[config.mk]
export PLATFORM = sky130hd
export DESIGN_NAME = rf_wport_arbiter_flat
export DESIGN_NICKNAME = d
export VERILOG_FILES = /design/src/rtl/rf_wport_arbiter_pkg.sv /design/src/rtl/rf_wport_arbiter_if.sv /design/src/rtl/rf_wb_fifo.sv /design/src/rtl/rf_wport_arbiter.sv /design/src/flat_wrapper.sv
export SDC_FILE = /design/constraint.sdc
export NUM_CORES = 1
export LEC_CHECK = 0
export BUFFER_PORTS_ARGS = -buffer_cell sky130_fd_sc_hd__buf_4
export CAP_MARGIN = 10
export CORE_MARGIN = 1.5
export CORE_UTILIZATION = 45
export DETAILED_ROUTE_END_ITERATION = 10
export HOLD_SLACK_MARGIN = 0.02
export PLACE_DENSITY_LB_ADDON = 0.12
export SYNTH_ARGS = -nofsm -noshare
export SYNTH_HDL_FRONTEND = slang
export SYNTH_SLANG_ARGS = --single-unit
[constraint.sdc]
create_clock -name clk -period 2.15 [get_ports clk]
set_clock_uncertainty 0.05 [all_clocks]
set_input_delay 0.1075 -clock clk [delete_from_list [all_inputs] [get_ports clk]]
set_output_delay 0.1075 -clock clk [all_outputs]
set_load 0.01 [all_outputs]
[src/rtl/rf_wport_arbiter_pkg.sv]
// rf_wport_arbiter_pkg: register-file bus width, starvation counter width, FIFO entry type and dest decode
package rf_wport_arbiter_pkg;
  localparam int Wrf_BUS_Wid = 38;
  localparam int RFARB_STARVE_W = 4;
  typedef struct packed {
    logic [4:0]  dest;
    logic [31:0] data;
  } rf_entry_t;
  function automatic logic [31:0] dest_onehot(input logic [4:0] d);
    return 32'd1 << d;
  endfunction
endpackage

[src/rtl/rf_wport_arbiter_if.sv]
// rf_wport_arbiter_if: Writeback request (W_*), secondary push (lu_*), hazard mask and register-file write bus
interface rf_wport_arbiter_if;
  import rf_wport_arbiter_pkg::*;
  logic                   W_we;
  logic [4:0]             W_dest;
  logic [31:0]            W_data;
  logic                   W_hold;
  logic                   lu_valid;
  logic [4:0]             lu_dest;
  logic [31:0]            lu_data;
  logic                   lu_ready;
  logic [31:0]            pend_mask;
  logic [Wrf_BUS_Wid-1:0] Wrf_BUS;
  modport master (
    output W_we, W_dest, W_data, lu_valid, lu_dest, lu_data,
    input  W_hold, lu_ready, pend_mask, Wrf_BUS
  );
  modport slave (
    input  W_we, W_dest, W_data, lu_valid, lu_dest, lu_data,
    output W_hold, lu_ready, pend_mask, Wrf_BUS
  );
endinterface

[src/rtl/rf_wb_fifo.sv]
// rf_wb_fifo: DEPTH-entry {dest,data} FIFO; push_i/pop_i/din_i in, head_o/count_o/vld_o/dest_o (per-entry) out
module rf_wb_fifo
  import rf_wport_arbiter_pkg::*;
#(
  parameter int DEPTH = 2,
  localparam int AW = $clog2(DEPTH),
  localparam int CW = AW + 1
) (
  input  logic                  clk,
  input  logic                  rstn,
  input  logic                  push_i,
  input  logic                  pop_i,
  input  rf_entry_t             din_i,
  output rf_entry_t             head_o,
  output logic [CW-1:0]         count_o,
  output logic [DEPTH-1:0]      vld_o,
  output logic [DEPTH-1:0][4:0] dest_o
);
  rf_entry_t        mem_q [DEPTH];
  logic [AW-1:0]    wptr_q, rptr_q;
  logic [CW-1:0]    count_q;
  logic [DEPTH-1:0] vld_q;
  always_ff @(posedge clk)
    if (push_i) mem_q[wptr_q] <= din_i;
  always_ff @(posedge clk) begin
    if (!rstn) begin
      wptr_q  <= '0;
      rptr_q  <= '0;
      count_q <= '0;
      vld_q   <= '0;
    end else begin
      wptr_q  <= wptr_q + AW'(push_i);
      rptr_q  <= rptr_q + AW'(pop_i);
      count_q <= count_q + CW'(push_i) - CW'(pop_i);
      vld_q   <= (vld_q & ~(DEPTH'(pop_i) << rptr_q)) | (DEPTH'(push_i) << wptr_q);
    end
  end
  for (genvar i = 0; i < DEPTH; i++) begin : g_dest
    assign dest_o[i] = mem_q[i].dest;
  end
  assign head_o  = mem_q[rptr_q];
  assign count_o = count_q;
  assign vld_o   = vld_q;
endmodule

[src/rtl/rf_wport_arbiter.sv]
// rf_wport_arbiter: shares the RF write port between Writeback and a buffered secondary requester; clk/rstn + bus (slave)
module rf_wport_arbiter
  import rf_wport_arbiter_pkg::*;
#(
  parameter int DEPTH = 2,
  parameter int STARVE_MAX = 4
) (
  input logic               clk,
  input logic               rstn,
  rf_wport_arbiter_if.slave bus
);
  localparam int CW = $clog2(DEPTH) + 1;
  rf_entry_t                 head;
  logic [CW-1:0]             count;
  logic [DEPTH-1:0]          vld;
  logic [DEPTH-1:0][4:0]     dest;
  logic [RFARB_STARVE_W-1:0] starve_q, starve_d;
  logic                      nonempty, push, hold, w_grant, head_grant;
  logic [31:0]               mask;
  rf_wb_fifo #(.DEPTH(DEPTH)) u_fifo (
    .clk     (clk),
    .rstn    (rstn),
    .push_i  (push),
    .pop_i   (head_grant),
    .din_i   ({bus.lu_dest, bus.lu_data}),
    .head_o  (head),
    .count_o (count),
    .vld_o   (vld),
    .dest_o  (dest)
  );
  assign nonempty     = count != '0;
  assign bus.lu_ready = rstn && count != CW'(DEPTH);
  assign push         = bus.lu_valid && bus.lu_ready && bus.lu_dest != '0;
  assign hold         = rstn && nonempty && starve_q == RFARB_STARVE_W'(STARVE_MAX);
  assign w_grant      = rstn && !hold && bus.W_we && bus.W_dest != '0;
  assign head_grant   = rstn && nonempty && !w_grant;
  assign bus.W_hold   = hold;
  // a non-empty FIFO at STARVE_MAX always wins next, so the increment never overruns
  assign starve_d     = (!nonempty || head_grant) ? '0 : starve_q + 1'b1;
  assign bus.Wrf_BUS  = w_grant ? {1'b1, bus.W_dest, bus.W_data} :
                        head_grant ? {1'b1, head.dest, head.data} : '0;
  always_comb begin
    mask = '0;
    for (int i = 0; i < DEPTH; i++) mask |= vld[i] ? dest_onehot(dest[i]) : '0;
  end
  assign bus.pend_mask = rstn ? (mask & ~32'd1) : '0;
  always_ff @(posedge clk) begin
    if (!rstn) starve_q <= '0;
    else starve_q <= starve_d;
  end
endmodule
[src/flat_wrapper.sv]
// flat-port wrapper written by rule: the top's interface ports become plain ports
module rf_wport_arbiter_flat import rf_wport_arbiter_pkg::*;
#(
  parameter int DEPTH = 2,
  parameter int STARVE_MAX = 4
)
  (clk, rstn, bus_W_we, bus_W_dest, bus_W_data, bus_lu_valid, bus_lu_dest, bus_lu_data, bus_W_hold, bus_lu_ready, bus_pend_mask, bus_Wrf_BUS);
  rf_wport_arbiter_if bus_i ();
  input logic clk;
  input logic rstn;
  input wire logic [$bits(bus_i.W_we)-1:0] bus_W_we;
  input wire logic [$bits(bus_i.W_dest)-1:0] bus_W_dest;
  input wire logic [$bits(bus_i.W_data)-1:0] bus_W_data;
  input wire logic [$bits(bus_i.lu_valid)-1:0] bus_lu_valid;
  input wire logic [$bits(bus_i.lu_dest)-1:0] bus_lu_dest;
  input wire logic [$bits(bus_i.lu_data)-1:0] bus_lu_data;
  output wire logic [$bits(bus_i.W_hold)-1:0] bus_W_hold;
  output wire logic [$bits(bus_i.lu_ready)-1:0] bus_lu_ready;
  output wire logic [$bits(bus_i.pend_mask)-1:0] bus_pend_mask;
  output wire logic [$bits(bus_i.Wrf_BUS)-1:0] bus_Wrf_BUS;
  assign bus_i.W_we = bus_W_we;
  assign bus_i.W_dest = bus_W_dest;
  assign bus_i.W_data = bus_W_data;
  assign bus_i.lu_valid = bus_lu_valid;
  assign bus_i.lu_dest = bus_lu_dest;
  assign bus_i.lu_data = bus_lu_data;
  assign bus_W_hold = bus_i.W_hold;
  assign bus_lu_ready = bus_i.lu_ready;
  assign bus_pend_mask = bus_i.pend_mask;
  assign bus_Wrf_BUS = bus_i.Wrf_BUS;
  rf_wport_arbiter #(.DEPTH(DEPTH), .STARVE_MAX(STARVE_MAX)) u_core (.clk(clk), .rstn(rstn), .bus(bus_i));
endmodule
; After elaboration in Yosys (flattened, before gate mapping)
; Memories as Yosys holds them, arrays and structs flattened. A register that Yosys moved wholly into a read port is not among the register bits.
; Index checks and enable logic that the tools add are counted.
[op_classes]
n_addsub = 5
n_bitwise = 5
n_mux = 8
n_eq_ne = 2
n_shift = 4
reduce_logical = 17
[ops]
columns = operator, count
row1 = two-way mux 32 bit, 3
row2 = two-way mux 38 bit, 2
row3 = left shift 1 x 5 -> 32 bit (first input constant), 2
row4 = OR 32 bit, 1
row5 = nonzero test 5 bit, 2
row6 = logical AND 1 bit, 9
row7 = adder 4 x 1 -> 4 bit (second input constant), 1
row8 = == test 4 x 3 -> 1 bit (second input constant), 1
row9 = left shift 1 x 1 -> 2 bit, 2
row10 = zero test 1 bit, 3
row11 = two-way mux 1 bit, 3
row12 = adder 1 bit, 2
row13 = adder 2 x 1 -> 2 bit, 1
row14 = bitwise AND 2 bit, 1
row15 = != test 2 bit (second input constant), 1
row16 = inverter 2 bit, 1
row17 = OR 2 bit, 1
row18 = nonzero test 2 bit, 1
row19 = OR reduction 2 bit, 1
row20 = subtractor 2 x 1 -> 2 bit, 1
row21 = logical OR 1 bit, 1
row22 = inverter 1 bit, 1
[totals]
regBits = 10
word_cells = 47
ramBits = 74
n_memories = 1
out_inout_bits = 72
inputBits = 78
[memory_table]
columns = memory, words, width, rd, rd_ports_with_merged_regs, wr, line_no
row1 = u_core.u_fifo.mem_q, 2, 37, 3, 1, 1, rf_wb_fifo.sv:19  ; rf_entry_t mem_q [DEPTH];

; Depth between registers and ports, before layout
[logic_depth]
ltp_word = 13
depth_mapped = 13
ltp_nobuf = 11

; Hierarchy
; A second synthesis with hierarchy kept.
[unflattened]
hier_cells = 325
hier_area_um2 = 4491.8
[by_module_without_submodules]
columns = mod, n_inst, seq_area_each_um2, cells_each, area_each_um2
row1 = rf_wb_fifo, 1, 2362.3, 152, 3209.3
row2 = rf_wport_arbiter, 1, 80.1, 173, 1282.5

; Least setup slack after synthesis
; OpenSTA, ideal clock, no wires.
[synth_path]
path_kind = register to register
startpoint = reg u_core.u_fifo.count_q[0] (netlist: u_core.u_fifo.count_o[0])
endpoint = mem u_core.u_fifo.mem_q[1][0] in the netlist's numbering, enable pin
slack_ps = -287
path_stages_with_launch = 6
required_ps = 1701
n_path_buf = 0
setup_time_ps = 399
arrival_time_ps = 1988
period_less_slack_ps = 2437
cell_sequence = dfxtp_1 -> inv_1 -> a21boi_0 -> o211ai_1 -> inv_1 -> ha_1
[synth_between]
elab_chain_len = 6
[synth_rtl]
columns = item, line_no
row1 = from (decl), rf_wb_fifo.sv:21  ; logic [CW-1:0] count_q;
row2 = from (signal assigned), rf_wb_fifo.sv:34  ; count_q <= count_q + CW'(push_i) - CW'(pop_i);
row3 = != test 2 bit, rf_wport_arbiter.sv:32  ; assign bus.lu_ready = rstn && count != CW'(DEPTH);
row4 = logical AND 1 bit, rf_wport_arbiter.sv:32
row5 = net bus_lu_ready, flat_wrapper.sv:18  ; output wire logic [$bits(bus_i.lu_ready)-1:0] bus_lu_ready;
row6 = logical AND 1 bit (2 in a row), rf_wport_arbiter.sv:33  ; assign push = bus.lu_valid && bus.lu_ready && bus.lu_dest != '0;
row7 = two-way mux 1 bit, rf_wb_fifo.sv:24  ; if (push_i) mem_q[wptr_q] <= din_i;
row8 = two-way mux 1 bit (implied by the code), rf_wb_fifo.sv:24
row9 = to (decl), rf_wb_fifo.sv:19
; The timed path passes the listed nets, and every way through them passes these cells.

; Worst setup path in the final report
[layout_path]
startpoint = in bus_lu_dest[2]
endpoint = mem u_core.u_fifo.mem_q[0][30] in the netlist's numbering, enable pin
[layout_between]
elab_chain_len = 4
[layout_rtl]
columns = item, line_no
row1 = from (decl), flat_wrapper.sv:15  ; input wire logic [$bits(bus_i.lu_dest)-1:0] bus_lu_dest;
row2 = nonzero test 5 bit, rf_wport_arbiter.sv:33
row3 = logical AND 1 bit, rf_wport_arbiter.sv:33
row4 = two-way mux 1 bit, rf_wb_fifo.sv:24
row5 = two-way mux 1 bit (implied by the code), rf_wb_fifo.sv:24
; No other way between the ends.

==> reports/metrics.yaml <==
global_route:
  grt_max_degree: 41
  grt_pass1_vias: 3132
  antenna_found_initial: 0
  overflow: 0
  grtUsageTotal: 0.199
  grt_pass1_wl_mm: 15.3
clock_network:
  cts_setup_buffers: 0
  cts_sinks: 85
  clk_pin_slew_ns: 0.09
  clk_path_buf_depth: 2
  htree_levels: 3
  cts_made_buffers: 9
  cts_tree: "yes"
  clk_latency_ns: 0.35
  root_buffer: "clkbuf_8"
synth:
  syn_inst: 325
  synth_top_area_cell: "edfxtp_1"
  synth_area_per_cell_um2: 12.8
  netlist_area_um2: 4180
  yosysSeqAreaShare: 0.585
  ys_ff_latch: 85
  netlist.area_leader.share: 0.532
  synth_cell_types: 35
  ys.warnings.count: 0
  ys_top_cells_by_area: "edfxtp_1 53%, mux2i_1 8.9%, o2bb2ai_1 7.6%"
  synth.net_count: 411
critical_path:
  crit_type: "input pin to flip-flop"
  reg2regPathDepth: 6
  worst-path-max-fanout: 14
  crit_path_end_kind: "flip-flop"
  r2r_end: "u_core.u_fifo.mem_q[0][30]"
  crit_start: "bus_lu_dest[2]"
  r2r_setup_slack_ns: 0.15
  cp.arrival_ns: 2.18
  reg2reg_from: "u_core.u_fifo.count_o[0]"
  crit_path_start_kind: "input pin"
  cp.required_ns: 2.21
finish:
  fillers: 654
  syn_to_final_growth_pct: 44.9
  nets: 595
  antenna_cells: 0
  layout-drive-gt1-share: 0.361
routing:
  drtIter0Drc: 108
  drc: 0
  wl_per_cell_um: 16.1
  vias: 3262
  drtPass1Iterations: 4
  via_per_inst: 5.25
  antenna_left: 0
  routed_wl_mm: 9.99
sta:
  fmax_ghz: 0.472
  grt_setup_unrepaired: "true"
  fin_ws_ns: 0.0292
  setup_violations: 0
  slew_viol_final: 0
  fin_crit_ns: 2.12
  worst_hold_slack_ns: 0.168
  period_share: 0.986
  hold_violations: 0
placement:
  gp_congestion: 0.886
  dp_hpwl_mm: 6.90
  place_ws_ns: 0.125
  port_buffers: 148
floorplanning:
  fp.dieH_um: 99.3
  die_area_um2: 9870
  die_width_um: 99.3
  core_area_um2: 8850
  ios: 150
  rows: 34
  initial_core_util: 0.472
pwr:
  ir_worst_vdd_mv: 0.554
  power_w: 0.00452
  leakagePower_nw: 2.33
  powerDensity_nw_per_um2: 748
min_path:
  min_from: "bus_W_dest[0]"
  hold_path_end: "u_core.starve_q[1]"
  min_path_type: "input pin to flip-flop"
  hold_depth: 3
flow_run:
  drv_cap: 0
outcome:
  outcome: "completed"
how the worst max path moves through the flow:
stage	endpoint	depth (start not counted)
after floorplan	u_core.u_fifo.mem_q[1][0]	5
after global placement	u_core.u_fifo.count_o[0]	9
after detailed placement	u_core.u_fifo.count_o[1]	10
after CTS	u_core.u_fifo.mem_q[0][32]	7
after global routing	u_core.u_fifo.mem_q[0][29]	7
final	u_core.u_fifo.mem_q[0][30]	7
cell usage in the layout, fill, tap and decap left out, drive strengths merged, types with 2 or more instances in the layout:
cell type / count
nor2: 8
o2bb2ai: 37
buf: 158
mux2i: 37
nor2b: 9
inv: 11
o22ai: 31
and2: 34
or3b: 2
nand2: 8
edfxtp: 74
xnor2: 3
o21ai: 2
ha: 8
dfxtp: 11
nand3b: 6
nand3: 7
o21a: 3
nand2b: 3
or4: 2
clkbuf: 10
dlygate4sd3: 37
critical path, stage by stage:
cell           delay, ns
dlygate4sd3_1       0.53
buf_4               0.14
or4_1               0.48
o211ai_1            0.25
inv_1               0.11
ha_2                0.33
buf_4               0.23
synthesized netlist by cell type, drive strengths merged:
cell type	count
o22ai	31
and2	34
mux2i	37
nor2b	9
xnor2	3
nand3	7
buf	6
nand4	1
clkbuf	17
o211ai	1
dfxtp	11
or3	1
nand2	8
edfxtp	74
conb	1
nand2b	3
and3	1
or2	1
ha	8
o21a	3
o211a	1
nand3b	6
a21boi	1
o21ai	2
xor2	1
inv	8
or3b	2
o2bb2ai	37
or4	2
nor2	8
state kept, by name, indices dropped and copies added (netlist names), named ones only:
| name | cells |
|---|---|
| u_core.u_fifo.rptr_q | 1 |
| u_core.u_fifo.wptr_q | 1 |
| u_core.u_fifo.count_o | 2 |
| u_core.u_fifo.vld_o | 2 |
| u_core.starve_q | 4 |
| u_core.u_fifo.mem_q | 74 |
per-stage QoR:
stage          utilization  cells  cell area, µm²  setup TNS [ns]
6_report             0.684    621            6050               0
5_1_grt              0.684    621            6050           -1.32
4_1_cts              0.678    620            6000               0
3_5_place_dp         0.613    568            5430               0
3_3_place_gp         0.613    568            5430               0
2_1_floorplan            -    325            4180          -21.56
per-layer routing:
metal,track usage,wire [µm],vias up
met5,0,0,-
met4,0.0672,121,0
met3,0.0344,515,12
met2,0.338,4900,114
met1,0.259,4450,1513
li1,-,-,1623
layout make-up:
class                   instances  area, µm²  area share
flip-flops and latches         85       2440       0.404
repair buffers                196       1640       0.272
multi-input cells             209       1600       0.265
well taps                     108        135      0.0223
clock buffers                   9        124      0.0205
clock inverters                 6       71.3      0.0118
inverters                       8       30.0     0.00496
where the power goes:
part | switching [W] | internal [W] | leakage [nW]
combinational | 0.000645 | 0.000689 | 1.47
clock | 0.000565 | 0.000544 | 0.0980
sequential | 0.000112 | 0.00197 | 0.769
total | 0.00132 | 0.00320 | 2.33
timing repair:
item                                   4_1_cts  5_1_grt
hold buffers                                37        0
setup endpoints to repair                   37       77
resized for setup                            2        6
endpoints found under the hold margin       74        0
cloned                                       0        1
pin swaps                                    0        1
kinds of logic after synthesis:
kind of cell,count (synthesis),synth area share
compound gates,76,0.139
xor+xnor,4,0.00839
fa+ha+maj,8,0.0240
buf+inv,31,0.0348
flops,85,0.585
mux,37,0.0887
other cells,1,0.000898
simple gates,83,0.119
Power figures use the tool's default switching activity.
